==> src/rtl/cntr_pkt_pkg.sv <==
// Shared types and sizing helpers for the counter sample packetizer.
//   state_t    : packet FSM states
//   pkt_hdr_t  : per-packet sideband captured when a packet is committed
//   *_width()  : derived widths, usable from any parameterization
package cntr_pkt_pkg;

    typedef enum logic {
        IDLE = 1'b0,
        SEND = 1'b1
    } state_t;

    typedef struct packed {
        logic [63:0] ts;
        logic [15:0] len;   // items in this packet
        logic        eob;
    } pkt_hdr_t;

    function automatic int bytes_per_item(input int item_w);
        return item_w / 8;
    endfunction

    function automatic int cnt_width(input int depth);
        return $clog2(depth) + 1;
    endfunction

    function automatic int beat_width(input int spp);
        return $clog2(spp) + 1;
    endfunction

    localparam int DATA_W_DEF     = 8;
    localparam int ITEM_W_DEF     = 32;
    localparam int SPP_DEF        = 8;
    localparam int FIFO_DEPTH_DEF = 16;

    localparam int BYTES_PER_ITEM = bytes_per_item(ITEM_W_DEF);
    localparam int CNT_W          = cnt_width(FIFO_DEPTH_DEF);
    localparam int BEAT_W         = beat_width(SPP_DEF);

endpackage

==> src/rtl/sample_fifo.sv <==
// Single-clock show-ahead FIFO with occupancy count.
//   clk_i, rst_i : clock, async active-high reset (pointers/count only)
//   push_i/data_i: write request; taken when not full, or when full with a
//                  simultaneous pop
//   pop_i        : consume head entry (ignored when empty)
//   data_o       : head entry, valid whenever count_o != 0
//   count_o      : entries held, 0..DEPTH
//   full_o       : count_o == DEPTH
module sample_fifo #(
    parameter int WIDTH = 32,
    parameter int DEPTH = 16
) (
    input  logic                     clk_i,
    input  logic                     rst_i,
    input  logic                     push_i,
    input  logic [WIDTH-1:0]         data_i,
    input  logic                     pop_i,
    output logic [WIDTH-1:0]         data_o,
    output logic [$clog2(DEPTH):0]   count_o,
    output logic                     full_o
);

    localparam int AW = $clog2(DEPTH);

    logic [WIDTH-1:0] mem [DEPTH];
    logic [AW-1:0]    wr_ptr, rd_ptr;
    logic             do_push, do_pop;

    assign full_o  = (count_o == (AW+1)'(DEPTH));
    assign do_pop  = pop_i && (count_o != '0);
    // Full + pop frees the head slot in the same edge, so the write fits.
    assign do_push = push_i && (!full_o || do_pop);

    // Storage is registered; read is a plain index so the head is visible
    // without a request (show-ahead).
    assign data_o = mem[rd_ptr];

    always_ff @(posedge clk_i) begin
        if (do_push) mem[wr_ptr] <= data_i;
    end

    always_ff @(posedge clk_i or posedge rst_i) begin
        if (rst_i) begin
            wr_ptr  <= '0;
            rd_ptr  <= '0;
            count_o <= '0;
        end else begin
            if (do_push) wr_ptr <= wr_ptr + 1'b1;
            if (do_pop)  rd_ptr <= rd_ptr + 1'b1;
            case ({do_push, do_pop})
                2'b10:   count_o <= count_o + 1'b1;
                2'b01:   count_o <= count_o - 1'b1;
                default: count_o <= count_o;
            endcase
        end
    end

endmodule

==> src/rtl/cntr_sample_packetizer.sv <==
// Buffers a strobed sample stream and emits fixed-size AXI-Stream packets
// with CHDR-style sideband (timestamp, has_time, byte length, EOB).
//   clk_i, rst_i          : clock, async active-high reset
//   enable_i              : stream enable; falling edge requests a flush/EOB
//   sample_i/sample_vld_i : sample input, captured only while enabled
//   m_axis_*              : packet stream, NIPC=1, sideband held per packet
//   overflow_o            : sticky, a sample was dropped on a full buffer
//   pkt_cnt_o             : completed packets, wraps
module cntr_sample_packetizer
    import cntr_pkt_pkg::*;
#(
    parameter int DATA_W     = DATA_W_DEF,
    parameter int ITEM_W     = ITEM_W_DEF,
    parameter int SPP        = SPP_DEF,
    parameter int FIFO_DEPTH = FIFO_DEPTH_DEF
) (
    input  logic              clk_i,
    input  logic              rst_i,
    input  logic              enable_i,
    input  logic [DATA_W-1:0] sample_i,
    input  logic              sample_vld_i,
    output logic [ITEM_W-1:0] m_axis_tdata,
    output logic              m_axis_tlast,
    output logic              m_axis_tvalid,
    input  logic              m_axis_tready,
    output logic [63:0]       m_axis_ttimestamp,
    output logic              m_axis_thas_time,
    output logic [15:0]       m_axis_tlength,
    output logic              m_axis_teob,
    output logic              overflow_o,
    output logic [15:0]       pkt_cnt_o
);

    localparam int BPI   = bytes_per_item(ITEM_W);
    localparam int CW    = cnt_width(FIFO_DEPTH);
    localparam int BW    = beat_width(SPP);

    state_t          state, state_nxt;
    pkt_hdr_t        hdr;
    logic [BW-1:0]   beat;
    logic [63:0]     ts_cnt;
    logic            en_q, en_fall, en_rise;
    logic            flush_pend, flush_clr;
    logic [CW-1:0]   count;
    logic            full;
    logic [ITEM_W-1:0] fifo_dout;
    logic            push_req, pop, drop;
    logic            start_full, start_flush, start, beat_last;

    assign en_fall  = en_q & ~enable_i;
    assign en_rise  = ~en_q & enable_i;
    assign push_req = enable_i & sample_vld_i;
    assign pop      = m_axis_tvalid & m_axis_tready;
    assign drop     = push_req & full & ~pop;

    sample_fifo #(
        .WIDTH (ITEM_W),
        .DEPTH (FIFO_DEPTH)
    ) u_fifo (
        .clk_i   (clk_i),
        .rst_i   (rst_i),
        .push_i  (push_req),
        .data_i  (ITEM_W'(sample_i)),
        .pop_i   (pop),
        .data_o  (fifo_dout),
        .count_o (count),
        .full_o  (full)
    );

    // A packet is only committed once all its items are already buffered,
    // so tvalid never drops mid-packet.
    assign start_full  = (count >= CW'(SPP));
    assign start_flush = flush_pend && (count != '0);
    assign start       = (state == IDLE) && (start_full || start_flush);
    assign beat_last   = (state == SEND) && (16'(beat) == hdr.len - 16'd1);
    assign flush_clr   = ((state == IDLE) && flush_pend && (count == '0)) ||
                         (pop && beat_last && hdr.eob);

    // ---- FSM: state register ----
    always_ff @(posedge clk_i or posedge rst_i) begin
        if (rst_i) state <= IDLE;
        else       state <= state_nxt;
    end

    // ---- FSM: next state ----
    always_comb begin
        state_nxt = state;
        case (state)
            IDLE:    if (start_full || start_flush) state_nxt = SEND;
            SEND:    if (pop && beat_last)          state_nxt = IDLE;
            default: state_nxt = IDLE;
        endcase
    end

    // ---- FSM: outputs ----
    always_comb begin
        m_axis_tvalid     = 1'b0;
        m_axis_tdata      = '0;
        m_axis_tlast      = 1'b0;
        m_axis_ttimestamp = '0;
        m_axis_thas_time  = 1'b0;
        m_axis_tlength    = '0;
        m_axis_teob       = 1'b0;
        if (state == SEND) begin
            m_axis_tvalid     = 1'b1;
            m_axis_tdata      = fifo_dout;
            m_axis_tlast      = beat_last;
            m_axis_ttimestamp = hdr.ts;
            m_axis_thas_time  = 1'b1;
            m_axis_tlength    = 16'(hdr.len * 16'(BPI));
            m_axis_teob       = hdr.eob;
        end
    end

    // Packet header capture and beat tracking.
    always_ff @(posedge clk_i or posedge rst_i) begin
        if (rst_i) begin
            hdr       <= '0;
            beat      <= '0;
            pkt_cnt_o <= '0;
        end else if (start) begin
            hdr.ts  <= ts_cnt;
            hdr.len <= start_full ? 16'(SPP) : 16'(count);
            // With more than SPP buffered, the flush tail goes in a later packet.
            hdr.eob <= start_full ? (flush_pend && (count == CW'(SPP))) : 1'b1;
            beat    <= '0;
        end else if (pop) begin
            if (beat_last) begin
                beat      <= '0;
                pkt_cnt_o <= pkt_cnt_o + 16'd1;
            end else begin
                beat <= beat + 1'b1;
            end
        end
    end

    // Timebase, enable edge detect, flush request and overflow flag.
    always_ff @(posedge clk_i or posedge rst_i) begin
        if (rst_i) begin
            ts_cnt     <= '0;
            en_q       <= 1'b0;
            flush_pend <= 1'b0;
            overflow_o <= 1'b0;
        end else begin
            ts_cnt <= ts_cnt + 64'd1;
            en_q   <= enable_i;
            // A new flush request outranks retiring the previous one.
            if (en_fall)        flush_pend <= 1'b1;
            else if (flush_clr) flush_pend <= 1'b0;
            // A drop in the re-enable cycle must not be lost.
            if (drop)           overflow_o <= 1'b1;
            else if (en_rise)   overflow_o <= 1'b0;
        end
    end

endmodule

==> config.mk <==
export PLATFORM = sky130hd
export DESIGN_NAME = cntr_sample_packetizer
export DESIGN_NICKNAME = d
export VERILOG_FILES = /design/src/rtl/cntr_pkt_pkg.sv /design/src/rtl/sample_fifo.sv /design/src/rtl/cntr_sample_packetizer.sv
export SDC_FILE = /design/constraint.sdc
export NUM_CORES = 1
export LEC_CHECK = 0
export CORE_MARGIN = 2
export CORE_UTILIZATION = 57
export CTS_CLUSTER_DIAMETER = 200
export DETAILED_ROUTE_END_ITERATION = 8
export PLACE_DENSITY = 0.8
export SLEW_MARGIN = 20
export SYNTH_ARGS = -nofsm -noshare
export SYNTH_HDL_FRONTEND = slang
export SYNTH_SLANG_ARGS = --single-unit
export TNS_END_PERCENT = 100
==> constraint.sdc <==
create_clock -name clk_i -period 8.2 [get_ports clk_i]
set_input_delay 1.64 -clock clk_i [delete_from_list [all_inputs] [get_ports clk_i]]
set_output_delay 1.64 -clock clk_i [all_outputs]
set_load 0.05 [all_outputs]
# Word-level counts from Yosys, hierarchy flattened
# Memory sizes are Yosys's and may differ from the RTL's.
# Cells that the tools add are included.
# Widths: inputs -> output; s select.
# classes
shifts	0
eq_ne	5
reduce_logical	21
order_cmp	1
add_sub_neg	8
bitwise	11
mux	21
n_mul	0
n_div	0
# op_table
operator	count
$add 64x1->64 const B	1
$mux 64	1
$mux 32	1
$add 16x1->16 const B	1
$eq 4x16->1	1
$mux 16	1
$sub 16x1->16 const B	1
$add 4x1->4 const B	3
$mux 1	12
$mux 4	3
$logic_and 1x1->1	10
$pmux 5 s2	1
$reduce_bool 2->1	4
$and 1x1->1	6
$add 5x1->5 const B	1
$eq 5x4->1 const B	1
$eq 5x5->1 const B	1
$ge 5x4->1 const B	1
$logic_not 5->1	1
$mux 5	1
$not 1->1	5
$reduce_bool 5->1	1
$sub 5x1->5 const B	1
$logic_or 1x1->1	3
5 further kinds	5
# totals
n_memories	1
out_inout_bits	133
ram_bits	128
register_bits	182
elab_cells	81
romBits	0
latch_bits	0
# mem_list
memory	depth	width	read_ports	rd_clocked_by_memory_dff	wr	line	text
u_fifo.mem	16	8	1	0	1	sample_fifo.sv:25	logic [WIDTH-1:0] mem [DEPTH];

# Logic depth before layout (Yosys ltp)
# Gate-level depths: netlist of the first run.
# logic_depth
ltp_word	8
depth_mapped	11
mapped_depth_nobuf	10

# Cells and area by module
# From an unflattened synthesis of the first run, not the netlist that was laid out.
# unflattened
cells_unflattened	1682
hier_area_um2	27605.2
# modules_own_cells
module	seq_area_each_um2	area_each_um2	n_inst	cells_each
sample_fifo	15700.1	20012.9	1	883
cntr_sample_packetizer	3953.8	7592.3	1	799

# Least setup slack after synthesis of the first run
# OpenSTA, ideal clock, no wires.
# synth_path
path_type	reg-to-output
start	reg u_fifo.rd_ptr[2]
end	out m_axis_tdata[0]
required_ps	6560
slack_ps	4198
arrival_time_ps	2362
stages_incl_launch_ff	6
n_path_buf	2
cell_sequence	dfrtp_1 buf_2 clkbuf_1 nor2b_1 a22oi_1 a21boi_0
# synth_between
elab_chain_cells	2
# synth_rtl
item	line	text
from (decl)	sample_fifo.sv:26	logic [AW-1:0] wr_ptr, rd_ptr;
from (signal assigned)	sample_fifo.sv:49	if (do_pop) rd_ptr <= rd_ptr + 1'b1;
$mem_v2 16x8	n/a	
$mux 32	cntr_sample_packetizer.sv:104	if (state == SEND) begin
to (decl)	cntr_sample_packetizer.sv:22	output logic [ITEM_W-1:0] m_axis_tdata,
# No other way between the ends.

# Worst setup path in the final report of the first run
# layout_path
start	reg u_fifo.rd_ptr[2]
end	out m_axis_tdata[1]
# Same word-level chain as after synthesis.

==> flow_summary.ini, run 1 <==
[synth]
synth_most_common_cell = dfrtp_1
synth-edff-count = 128
syn-cell-area_mm2 = 0.0134
ys_top_cells_by_count = 171 x dfrtp_1, 128 x edfxtp_1, 78 x and2_1
synthTopCellsByArea = dfrtp_1 32%, edfxtp_1 29%, mux2_2 5.6%, mux4_2 5.4%, and2_1 3.6%
yosysTopAreaCell = dfrtp_1
synthArstFlopShare_pct = 57.2
ys_types = 53
synth_seq_area_share_pct = 60.7
ys.flop_type = dfrtp_1
yosysWarnings = 0
ys_seq_elements = 299
synth_top_area_share_pct = 32.0
postSynthAreaPerCell_um2 = 13.8
synthCells = 972

[detailed_routing]
firstDrtPassIters = 5
wl_per_cell_um = 17.8
drc_errors = 0
routed_wl_um = 25600
vias_per_cell = 5.47
drt_iter0_drc = 493
postRouteAntennaNets = 0
vias = 7850

[pwr]
p_leak_nw = 6.59
vdd_drop_max_v = 0.000252
power_density_mw_per_mm2 = 286

[finish]
nets = 1120
fin_cells = 1436
finalCoreUtilization_pct = 67.9
syn_to_final_growth_pct = 18.1
fill_cells = 1646
drive_above_1_share_pct = 17.5
multi_input_area_mm2 = 0.00489
diodes = 0
seqCellArea_mm2 = 0.00813

[min_path]
hp-class = register to register

[critical_path]
cp-start-kind = register
path_class = register to primary output
reg2reg_slack_ps = 5230
worstPathRequired_ps = 6560
arrival_ps = 3310
slowest_delay_ps = 880
path_cells = nor2b_1, a22oi_1, a21boi_0, clkdlybuf4s50_1
crit_path_top_delay_cell = clkdlybuf4s50_1
crit_path_end_kind = primary output
worstPathMaxFanout = 18

[floorplanning]
fp.coreArea_mm2 = 0.0233
die_area_mm2 = 0.0247
initial_core_util_pct = 57.5
row_count = 56
io_pins = 146
chipWidth_um = 157
die_y_um = 157

[sta]
setup_viol = 0
whs_ps = 463
skew_ps = 24.9
min_period_ps = 4950
max_slew.worst_pin.slew_ps = 931
rsz0062_at_grt = false
slew_violations = 0
hold_violations = 0
fmax_mhz = 202
slew_headroom_pct = 37.7
postLayoutSetupSlackWorst_ps = 3250
tns_ps = 0
fin_crit_sh_pct = 60.4

[clock_tree]
post_cts_buffers = 0
root_buffer = clkbuf_16
holdBufCountCts = 0
numClockSinks = 299
path_clk_slew_ps = 60
max-clock-path-buffers = 3
cts_tree = done
worstSkewPairLatency_ps = 550
cts_resized = 0
cts.htree.levels = 1
cts_buffers = 30

[job]
cap_violations = 0

[global_routing]
grt_max_degree = 121
overflow = 0
antenna_found_initial = 0
grt_pass1_wl_um = 41000
grt_use_total_pct = 20.9
first_global_vias = 7725

[run_status]
outcome = finished clean

[place]
hpwl_um = 16500
globalplace.congestion = 0.792
post-place-ws_ps = 3710
place_inst = 1379
port_buffers = 110
==> through the flow <==
stage | instance area (µm²) | total power, W
after global routing | 15800 | 0.00470
final | 15800 | 0.00451
after global placement | 14700 | 0.00306
after floorplan | 13500 | 0.00278
after detailed placement | 14700 | 0.00309
after CTS | 15800 | 0.00453
==> cell type report <==
type | count | area share (%)
clock buffers | 46 | 6.07
multi-input cells | 613 | 30.9
well taps | 319 | 2.53
flip-flops and latches | 299 | 51.4
repair buffers | 123 | 7.71
inverters | 26 | 0.665
clock inverters | 10 | 0.681
==> worst max-delay path, delay by kind of cell, from the launching register on <==
family | cells | cell delay [ps]
flops | 1 | 840
simple gates | 1 | 510
buf+inv | 1 | 880
compound gates | 2 | 540
==> where the power goes <==
| group | leakage [nW] | internal, W | switching (W) |
|---|---|---|---|
| clock | 0.533 | 0.000866 | 0.000560 |
| combinational | 2.60 | 0.000526 | 0.000724 |
| sequential | 3.45 | 0.00167 | 0.000170 |
| total | 6.59 | 0.00306 | 0.00145 |
==> layer usage <==
metal,track usage [%],part of all wire [%],vias to the layer above,wire (µm)
met5,0,0,-,0
met3,3.03,5.9,38,1520
li1,-,-,3647,-
met1,30.5,44,3912,11300
met2,33.9,48,253,12300
met4,4.72,1.7,0,446
==> sequential cells by signal, summed over array words and instances (netlist names), 4 cells and up <==
| register | cells |
|---|---|
| hdr | 70 |
| u_fifo.mem | 128 |
| beat | 4 |
| pkt_cnt_o | 16 |
| u_fifo.rd_ptr | 4 |
| ts_cnt | 64 |
| u_fifo.count_o | 5 |
| u_fifo.wr_ptr | 4 |
==> layout by cell type, fill, tap and decap left out, drive strengths merged, types with 2 or more instances in the layout <==
cell type / count
a31oi: 2
o211a: 3
bufinv: 2
nor2b: 3
ha: 13
nand2b: 5
inv: 26
and3: 8
nand3: 37
and2: 78
nor3: 34
clkbuf: 46
nand4: 26
clkinv: 8
clkdlybuf4s50: 110
mux2: 71
nor4: 10
nand2: 56
o211ai: 2
a21oi: 4
a21o: 2
xnor2: 48
a22oi: 10
nor2: 47
o31ai: 3
mux2i: 6
edfxtp: 128
dfrtp: 171
nor3b: 6
a21boi: 5
xor2: 45
o21ai: 13
conb: 35
mux4: 32
buf: 13
nand3b: 3
==> cells by family (layout without fill, tap and decap cells) <==
kind of cell,after synthesis,after routing,synth area share [%]
adders and majority gates,14,14,1.37
muxes,109,109,11.8
and+or+nand+nor,314,314,13.5
other,1,35,0.0280
DFF,299,299,60.7
AOI/OAI and AO/OA,48,48,2.65
xor gates and xnor gates,93,93,6.14
buffers and inverters,94,205,3.82
==> worst paths after layout <==
path / endpoint / startpoint / depth (start not counted)
worst min register to register: ts_cnt[63] / ts_cnt[63] / 1
worst max-delay path: m_axis_tdata[1] / u_fifo.rd_ptr[2] / 4
worst max register to register: pkt_cnt_o[9] / hdr[1] / 9
max in group asynchronous: state / rst_i / 3
min in group asynchronous: hdr[47] / rst_i / 2
worst min-delay path: ts_cnt[63] / ts_cnt[63] / 1
No activity file was read; power rests on OpenSTA's default activity.
==> inputs of run 2 (changes only) <==
--- a/config.mk
+++ b/config.mk
@@ -6,10 +6,10 @@
 export NUM_CORES = 1
 export LEC_CHECK = 0
 export CORE_MARGIN = 2
-export CORE_UTILIZATION = 57
+export CORE_UTILIZATION = 51
 export CTS_CLUSTER_DIAMETER = 200
 export DETAILED_ROUTE_END_ITERATION = 8
-export PLACE_DENSITY = 0.8
+export PLACE_DENSITY = 0.76
 export SLEW_MARGIN = 20
 export SYNTH_ARGS = -nofsm -noshare
 export SYNTH_HDL_FRONTEND = slang
==> constraint.sdc (replaced) <==
create_clock -name clk_i -period 4.15 [get_ports clk_i]
set_input_delay 0.83 -clock clk_i [delete_from_list [all_inputs] [get_ports clk_i]]
set_output_delay 0.83 -clock clk_i [all_outputs]
set_load 0.05 [all_outputs]
==> run 2 against run 1 <==
  * Routed wire length up 1.4%
  * Die area grew 11%
  * Global-route usage decreased by 1.8 points
  * Sequential share of layout area increased by 0.094 points
  * Final cell count rose by 1.2%
  * Clock power grew 87%
  * Combinational power up 100%
  * First-iteration DRC count shrank 12%
  * Clock skew is 4.5 ps lower
  * Setup slack worse by 3000 ps
  * Via count increased by 0.33%
  * Cell area fell by 0.17%
==> flow_summary.ini, run 2 (synthesis results as in run 1) <==
[finish]
finalCoreUtilization_pct = 60.9
syn_to_final_growth_pct = 17.9
drive_above_1_share_pct = 17.4
largest_reg_flops = 128
nets = 1122
largestRegisters = u_fifo.mem (128), hdr (70), ts_cnt (64)
top_register = u_fifo.mem
final_cell_mix = 168 x dfrtp_1, 128 x edfxtp_1, 110 x clkdlybuf4s50_1
final_cell_area_mm2 = 0.0158
final_common_cell = dfrtp_1

[sta]
tns_ps = 0
max_slew.worst_pin.slew_ps = 905
slew_violations = 0
rsz0062_at_grt = false
slew_headroom_pct = 39.5
fmax_mhz = 256
whs_ps = 468
fin_crit_sh_pct = 94.2
setup_viol = 0
min_period_ps = 3910
skew_ps = 20.3
hold_violations = 0

[detailed_routing]
drc_errors = 0
wl_per_cell_um = 17.8
routed_wl_um = 25900
drt_iter0_drc = 434
vias_per_cell = 5.42
vias = 7876
firstDrtPassIters = 5
postRouteAntennaNets = 0

[clock_tree]
cts_resized = 0
holdBufCountCts = 0
cts_buffers = 29
cts.htree.levels = 1
worstSkewPairLatency_ps = 560
root_buffer = clkbuf_16
path_clk_slew_ps = 60
max-clock-path-buffers = 3
numClockSinks = 299
post_cts_buffers = 0
cts_tree = done

[min_path]
min_from = pkt_cnt_o[15]
hp-class = register to register
holdPathEnd = pkt_cnt_o[15]
hold_depth = 1

[run_status]
outcome = finished clean

[critical_path]
worstPathMaxFanout = 5
path_class = register to primary output
cp-start-kind = register
cp-startpoint = hdr[1]
arrival_ps = 3080
crit_path_end_kind = primary output
rr_worst_depth = 11
worstReg2RegStart = state
r2r-end = u_fifo.count_o[4]
reg2reg_slack_ps = 990
worstPathRequired_ps = 3320

[floorplanning]
initial_core_util_pct = 51.6
chipWidth_um = 166
die_area_mm2 = 0.0275
fp.coreArea_mm2 = 0.0259
io_pins = 146
row_count = 59
die_y_um = 166

[global_routing]
grt_use_total_pct = 19.2
overflow = 0
first_global_vias = 8059
antenna_found_initial = 1
grt_max_degree = 77
grt_pass1_wl_um = 43000

[place]
port_buffers = 110
globalplace.congestion = 0.801
post_dp_cell_area_mm2 = 0.0148
hpwl_um = 17300

[job]
cap_violations = 0

[pwr]
vdd_drop_max_v = 0.000359
power_density_mw_per_mm2 = 557
p_leak_nw = 6.54
run 2: changes by cell type in the layout (fill, tap and decap cells not counted), sizes merged:
cell / delta
diode: +1
bufinv: +1
clkbuf: -8
buf: +3
clkinvlp: +4
run 2: per-stage QoR:
stage / std cells / worst slack, ps / power, W
after floorplan: 1006 / 958 / 0.00549
after global placement: 1399 / 784 / 0.00610
after detailed placement: 1399 / 719 / 0.00616
after CTS: 1452 / 114 / 0.00885
after global routing: 1453 / 53.3 / 0.00917
final: 1453 / 241 / 0.00878
run 2: worst max-delay path, stage by stage (launching register included):
cell and delay [ps]:
dfrtp_1 420, inv_1 80, ha_1 230, nor3b_1 150
ha_1 270, nand3b_1 130, nor2_1 150, nand4_1 190
inv_1 120, clkdlybuf4s50_1 800
run 2: layer usage:
metal	track usage (%)	up-vias	part of all wire, %
met2	32.2	236	49
met3	2.69	41	5.3
met1	26.7	3961	44
met5	0	-	0
li1	-	3638	-
met4	4.69	0	1.8
run 2: power breakdown:
| group | total, W | switching (W) | internal [W] | leakage (nW) |
|---|---|---|---|---|
| registers | 0.00360 | 0.000306 | 0.00329 | 3.45 |
| clock network | 0.00268 | 0.00110 | 0.00157 | 0.474 |
| logic | 0.00250 | 0.00146 | 0.00104 | 2.62 |
| total | 0.00878 | 0.00287 | 0.00591 | 6.54 |
run 2: final cells by class:
type	instances	area [µm²]
tap	335	419
clock buffer	38	820
fill	1926	10100
multi-input combinational	613	4890
antenna	1	2.50
timing repair buffer	126	1260
clock inverter	15	160
sequential	299	8130
inverter	26	101
run 2: worst max path at each step:
stage / endpoint / slack (ps) / cells after the start
2_1_floorplan: m_axis_tdata[0] / 960 / 5
3_3_place_gp: m_axis_tdata[3] / 780 / 4
3_5_place_dp: m_axis_tdata[4] / 720 / 5
4_1_cts: m_axis_tdata[4] / 110 / 5
5_1_grt: m_axis_tlast / 50 / 9
6_report: m_axis_tlast / 240 / 9
==> inputs of run 3 (changes only) <==
--- a/config.mk
+++ b/config.mk
@@ -10,7 +10,6 @@
 export CTS_CLUSTER_DIAMETER = 200
 export DETAILED_ROUTE_END_ITERATION = 8
 export PLACE_DENSITY = 0.76
-export SLEW_MARGIN = 20
 export SYNTH_ARGS = -nofsm -noshare
 export SYNTH_HDL_FRONTEND = slang
 export SYNTH_SLANG_ARGS = --single-unit
==> results of run 3 <==
Final layout, timing and power as in run 2 (identical DEF).
